File: src/rtl/user_led_pkg.sv
// rtl/user_led_pkg.sv - shared types and constants for the user LED driver
package user_led_pkg;

    localparam int LED_NUM = 4;

    typedef enum logic [1:0] {
        LED_OFF   = 2'd0,
        LED_ON    = 2'd1,
        LED_PWM   = 2'd2,
        LED_BLINK = 2'd3
    } led_mode_e;

    typedef struct packed {
        led_mode_e   mode;
        logic [7:0]  duty;
        logic [7:0]  period;
    } led_cfg_t;

    // A programmed half-period of 0 ms behaves as 1 ms
    function automatic logic [7:0] eff_period(input logic [7:0] period);
        return (period == 8'd0) ? 8'd1 : period;
    endfunction

endpackage

File: src/rtl/user_led_channel.sv
// rtl/user_led_channel.sv - one LED: config, blink counter/phase and lit decode
module user_led_channel
    import user_led_pkg::*;
(
    input  logic        iSysClk,
    input  logic        iSysRst,
    input  logic        iWe,
    input  led_cfg_t    iCfg,
    input  logic        iTick,
    input  logic [7:0]  iPwmCnt,
    output logic        oLit
);

    led_cfg_t    r_cfg;
    logic [7:0]  r_blink_cnt;
    logic        r_phase;
    logic [7:0]  w_pe_last;
    logic        w_pwm_on;

    assign w_pe_last = eff_period(r_cfg.period) - 8'd1;
    assign w_pwm_on  = (iPwmCnt < r_cfg.duty);

    // Config load restarts the blink lit; otherwise blink advances once per ms tick
    always_ff @(posedge iSysClk) begin
        if (iSysRst) begin
            r_cfg       <= '{mode: LED_OFF, duty: 8'd0, period: 8'd0};
            r_blink_cnt <= 8'd0;
            r_phase     <= 1'b0;
        end else if (iWe) begin
            r_cfg       <= iCfg;
            r_blink_cnt <= 8'd0;
            r_phase     <= 1'b1;
        end else if (iTick && (r_cfg.mode == LED_BLINK)) begin
            if (r_blink_cnt == w_pe_last) begin
                r_blink_cnt <= 8'd0;
                r_phase     <= ~r_phase;
            end else begin
                r_blink_cnt <= r_blink_cnt + 8'd1;
            end
        end
    end

    // Decode the lit state from mode, shared PWM count and blink phase
    always_comb begin
        oLit = 1'b0;
        case (r_cfg.mode)
            LED_OFF:   oLit = 1'b0;
            LED_ON:    oLit = 1'b1;
            LED_PWM:   oLit = w_pwm_on;
            LED_BLINK: oLit = r_phase & w_pwm_on;
            default:   oLit = 1'b0;
        endcase
    end

endmodule

File: src/rtl/user_led_driver.sv
// rtl/user_led_driver.sv - four user LEDs with on/off/PWM/blink modes
module user_led_driver
    import user_led_pkg::*;
#(
    parameter int pSysClk    = 125000,
    parameter int pPwmDiv    = 16,
    parameter bit pActiveLow = 1'b0
) (
    input  logic                iSysClk,
    input  logic                iSysRst,
    input  logic                iLedWe,
    input  logic [1:0]          iLedSel,
    input  logic [1:0]          iLedMode,
    input  logic [7:0]          iLedDuty,
    input  logic [7:0]          iLedPeriod,
    output logic [LED_NUM-1:0]  oUserLed
);

    localparam int TW = (pSysClk > 1) ? $clog2(pSysClk) : 1;
    localparam int PW = (pPwmDiv > 1) ? $clog2(pPwmDiv) : 1;

    logic [TW-1:0]       r_tick_cnt;
    logic [PW-1:0]       r_pre_cnt;
    logic [7:0]          r_pwm_cnt;
    logic [LED_NUM-1:0]  r_led;
    logic                w_tick;
    logic                w_pwm_step;
    led_cfg_t            w_cfg;
    logic [LED_NUM-1:0]  w_we;
    logic [LED_NUM-1:0]  w_lit;

    assign w_tick     = (r_tick_cnt == TW'(pSysClk - 1));
    assign w_pwm_step = (r_pre_cnt == PW'(pPwmDiv - 1));
    assign w_cfg      = '{mode: led_mode_e'(iLedMode), duty: iLedDuty, period: iLedPeriod};
    assign oUserLed   = r_led;

    // Free-running millisecond tick counter
    always_ff @(posedge iSysClk) begin
        if (iSysRst) begin
            r_tick_cnt <= '0;
        end else begin
            r_tick_cnt <= w_tick ? '0 : r_tick_cnt + TW'(1);
        end
    end

    // PWM prescaler and shared 8-bit PWM counter (wraps 255 -> 0)
    always_ff @(posedge iSysClk) begin
        if (iSysRst) begin
            r_pre_cnt <= '0;
            r_pwm_cnt <= 8'd0;
        end else begin
            r_pre_cnt <= w_pwm_step ? '0 : r_pre_cnt + PW'(1);
            if (w_pwm_step) begin
                r_pwm_cnt <= r_pwm_cnt + 8'd1;
            end
        end
    end

    for (genvar g = 0; g < LED_NUM; g++) begin : g_ch
        assign w_we[g] = iLedWe && (iLedSel == 2'(g));

        user_led_channel u_ch (
            .iSysClk (iSysClk),
            .iSysRst (iSysRst),
            .iWe     (w_we[g]),
            .iCfg    (w_cfg),
            .iTick   (w_tick),
            .iPwmCnt (r_pwm_cnt),
            .oLit    (w_lit[g])
        );
    end

    // Registered LED drive with board polarity applied
    always_ff @(posedge iSysClk) begin
        if (iSysRst) begin
            r_led <= {LED_NUM{pActiveLow}};
        end else begin
            r_led <= w_lit ^ {LED_NUM{pActiveLow}};
        end
    end

endmodule
File: config.mk
export PLATFORM = sky130hd
export DESIGN_NAME = user_led_driver
export DESIGN_NICKNAME = d
export VERILOG_FILES = /design/src/rtl/user_led_pkg.sv /design/src/rtl/user_led_channel.sv /design/src/rtl/user_led_driver.sv
export SDC_FILE = /design/constraint.sdc
export NUM_CORES = 1
export LEC_CHECK = 0
export ABC_AREA = 0
export CAP_MARGIN = 5
export CORE_ASPECT_RATIO = 0.7
export CORE_UTILIZATION = 40
export DETAILED_ROUTE_END_ITERATION = 10
export DONT_BUFFER_PORTS = 1
export HOLD_SLACK_MARGIN = 0.1
export PLACE_DENSITY = 0.58
export RECOVER_POWER = 100
export SKIP_CTS_REPAIR_TIMING = 1
export SLEW_MARGIN = 25
export SYNTH_ARGS = -nofsm -noshare
export SYNTH_HDL_FRONTEND = slang
export SYNTH_SLANG_ARGS = --single-unit
File: constraint.sdc
create_clock -name iSysClk -period 3.3 [get_ports iSysClk]
set_clock_uncertainty 0.2 [all_clocks]
set_input_delay 0.33 -clock iSysClk [delete_from_list [all_inputs] [get_ports iSysClk]]
set_output_delay 0.33 -clock iSysClk [all_outputs]
set_load 0.01 [all_outputs]
==> flow_metrics.env, run 1 <==
export IMPL_cts_path_max_buffers=2
export IMPL_final_hold_viol_count=0
export IMPL_syn_avg_cell_area_um2=7.970
export IMPL_grt_max_degree=99
export IMPL_antenna_found_initial=1
export IMPL_syn_nets=971
export IMPL_crit_path_max_incr_delay_ns=0.59
export IMPL_place_congestion=0.8541
export IMPL_leakage_uw=0.003048
export IMPL_yosysSeqAreaShare_pct=38.96
export IMPL_die_h_um=114.6
export IMPL_grt_setup_unrepaired="no"
export IMPL_fmax_mhz=328.8
export IMPL_drv_slew=0
export IMPL_cts_tree="done"
export IMPL_cap_violations=0
export IMPL_period_share_pct=92.17
export IMPL_critical_path_required_ns=3.39
export IMPL_synth_seq_cells=141
export IMPL_wl_mm=18.03
export IMPL_layout_min_cycle_time_ns=3.042
export IMPL_synth_warnings=0
export IMPL_arrival_ns=3.14
export IMPL_grt_pass1_vias=5183
export IMPL_power_density_mw_per_mm2=510.0
export IMPL_grt_usage_pct=19.19
export IMPL_ios=27
export IMPL_crit_fanout=7
export IMPL_fillCellCount=1680
export IMPL_dp_hpwl_mm=11.96
export IMPL_viasPerCell=5.196
export IMPL_clkSlewWorstSetupHoldPaths_ns=0.06
export IMPL_nets=982
export IMPL_multi_input_area_mm2=0.004129
export IMPL_drt_pass1_iterations=5
export IMPL_die_w_um=162.9
export IMPL_cts_sinks=141
export IMPL_r2r_start="g_ch[0].u_ch.r_cfg[2]"
export IMPL_port_buffers=0
export IMPL_slew_headroom_pct=25.05
export IMPL_path_cells="or4_4, nor2_1, nor2_1, ha_1, xnor2_1, or4_1, nor4b_4, buf_4, nor3_1"
export IMPL_crit_type="reg2reg"
export IMPL_cp_slowest_cell="or4_4"
export IMPL_synth_cell_types=55
export IMPL_core_area_mm2=0.01742
export IMPL_end_kind="flop"
export IMPL_netlist_area_mm2=0.007244
export IMPL_drt_first_iter_violations=505
export IMPL_ant_nets=0
export IMPL_cts_buffers=17
export IMPL_worstSkewPairLatency_ns=0.42
export IMPL_fp_row_count=40
export IMPL_irDropWorstVdd_mv=0.2566
export IMPL_ys_flop_type="dfxtp_1"
export IMPL_htreeDepth=4
export IMPL_routedWlPerCell_um=15.45
export IMPL_setup_viol=0
export IMPL_vias=6064
export IMPL_crit_top_cell="nor2_1"
export IMPL_startpoint="g_ch[0].u_ch.r_cfg[2]"
export IMPL_dpl_cell_area_mm2=0.007462
export IMPL_ff_latch_area_mm2=0.002823
export IMPL_drive_gt1_share_pct=5.788
export IMPL_grt_pass1_wl_mm=27.85
export IMPL_synthArstFlopShare_pct=0
export IMPL_status="completed"
export IMPL_drc_errors=0
export IMPL_grt_ovfl_total=0
export IMPL_syn_inst=909
export IMPL_start_kind="flop"
export IMPL_worst_pin_slew_ns=1.124
export IMPL_cts_root_buf="clkbuf_16"
export IMPL_die_area_mm2=0.01866
export IMPL_syn_to_final_growth_pct=15.28
export IMPL_start_util_pct=41.59
export IMPL_min_delay_start="iSysRst"
export IMPL_hold_class="in2reg"
export IMPL_final_cell_area_mm2=0.008352
export IMPL_synth_edf_count=0
export IMPL_tns_ns=0
==> final timing paths <==
path | to | slack (ns) | cells after the start
setup / recovery | g_ch[0].u_ch.r_blink_cnt[1] | 0.26 | 9
hold / removal | g_ch[2].u_ch.r_blink_cnt[0] | 0.08 | 2
setup reg to reg | g_ch[0].u_ch.r_blink_cnt[1] | 0.26 | 9
hold reg to reg | g_ch[1].u_ch.r_cfg[9] | 0.26 | 2
==> kinds of logic after synthesis <==
group	after synthesis	synth area share (%)
multiplexers	10	1.382
XOR/XNOR	84	10.16
adder cells (fa/ha/maj)	39	6.736
AO/OA/AOI/OAI	153	12.47
AND/OR/NAND/NOR	400	26.03
flip-flops	141	38.96
buffers and inverters	82	4.266
==> metrics by stage <==
stage | std cells | total power [uW] | util, % | hold WS (ns) | setup WS (ns)
after floorplan | 909 | 2077 | - | 0.2299 | 0.3194
after global placement | 1111 | 2123 | 42.84 | 0.2205 | 0.3131
after detailed placement | 1111 | 2122 | 42.84 | 0.2199 | 0.2605
after CTS | 1143 | 4228 | 46.54 | -0.2251 | 0.1759
after global routing | 1164 | 4421 | 47.91 | 0.1064 | 0.06403
final | 1167 | 4259 | 47.95 | 0.07740 | 0.2584
==> placed cells by master, fill, tap and decap left out, types with 6 or more instances in the layout <==
cell type | netlist | layout
nand4_1 | 21 | 21
nor3_1 | 27 | 27
nand2b_1 | 13 | 13
clkbuf_16 | 0 | 17
dlygate4sd3_1 | 0 | 20
xnor2_1 | 38 | 38
xor2_1 | 46 | 46
nand2_1 | 179 | 179
nor4_1 | 10 | 8
ha_1 | 39 | 39
o21a_1 | 7 | 7
a21o_1 | 16 | 16
a21oi_1 | 96 | 96
o21ai_0 | 10 | 10
buf_4 | 0 | 9
nor2_1 | 80 | 80
inv_1 | 44 | 44
nand3_1 | 17 | 17
dfxtp_1 | 141 | 141
inv_6 | 0 | 6
or3_1 | 7 | 6
mux2i_1 | 10 | 10
and3_1 | 13 | 13
==> sequential cells by signal (all words and copies together), names as in the netlist <==
name / flops
g_ch.u_ch.r_phase: 4
g_ch.u_ch.r_blink_cnt: 32
g_ch.u_ch.r_cfg: 72
oUserLed: 4
r_pwm_cnt: 8
r_pre_cnt: 4
r_tick_cnt: 17
==> critical path: cells and delay by family (launching register included) <==
kind / cells / cell delay (ns)
DFF: 1 / 0.38
adders and majority gates: 1 / 0.31
and+or+nand+nor: 6 / 1.69
xor gates and xnor gates: 1 / 0.14
buffers and inverters: 1 / 0.20
==> per-layer routing <==
metal  part of all wire [%]  global-route usage [%]  vias to the layer above
met5                      0                       0                        -
met4                   0.75                   5.296                        0
met3                    7.4                   4.491                       12
met2                     40                   26.13                      153
met1                     52                   29.35                     2774
li1                       -                       -                     3125
==> synth_stat cells (3+ instances only) <==
cell type  count  share of area, %
a21oi_1       96               6.6
xor2_1        46               5.6
inv_1         44               2.3
nor3_1        27               1.9
nand4_1       21               1.8
or2_2          3              0.26
dfxtp_1      141                39
clkbuf_1      32               1.7
nand3b_1       3              0.31
nand2b_1      13               1.1
nor4_1        10              0.86
nand3_1       17               1.2
xnor2_1       38               4.6
nand2_1      179               9.3
a21o_1        16               1.7
buf_1          5              0.26
and2_1         4              0.35
a221oi_1       4              0.48
o21ai_0       10              0.69
o21a_1         7              0.73
nor3b_1        3              0.31
ha_1          39               6.7
a31oi_1        4              0.35
or3_1          7              0.60
nor2_1        80               4.1
and3_1        13               1.1
or4_1          3              0.31
mux2i_1       10               1.4
==> area by class of cell <==
cell class                 count  area share, %
antenna                        3        0.08989
clock buffer                  18          5.258
clock inverter                14          2.442
inverter                      44          1.978
multi-input combinational    686          49.44
sequential                   141          33.80
tap                          231          3.461
timing repair buffer          30          3.536
==> power breakdown <==
part           internal (uW)  total (uW)  leakage [uW]  switching (uW)
clock network           1300        2110      0.000305             803
registers               1740        1780       0.00114            37.3
logic                    159         375       0.00160             216
total                   3200        4260       0.00305            1060
(Power assumes the default switching activity.)
==> inputs of run 2 (changes only) <==
--- a/config.mk
+++ b/config.mk
@@ -6,7 +6,7 @@
 export NUM_CORES = 1
 export LEC_CHECK = 0
 export ABC_AREA = 0
-export CAP_MARGIN = 5
+export CAP_MARGIN = 15
 export CORE_ASPECT_RATIO = 0.7
 export CORE_UTILIZATION = 40
 export DETAILED_ROUTE_END_ITERATION = 10
==> results of run 2 <==
No change in the layout: final DEF, timing and power equal those of run 1.
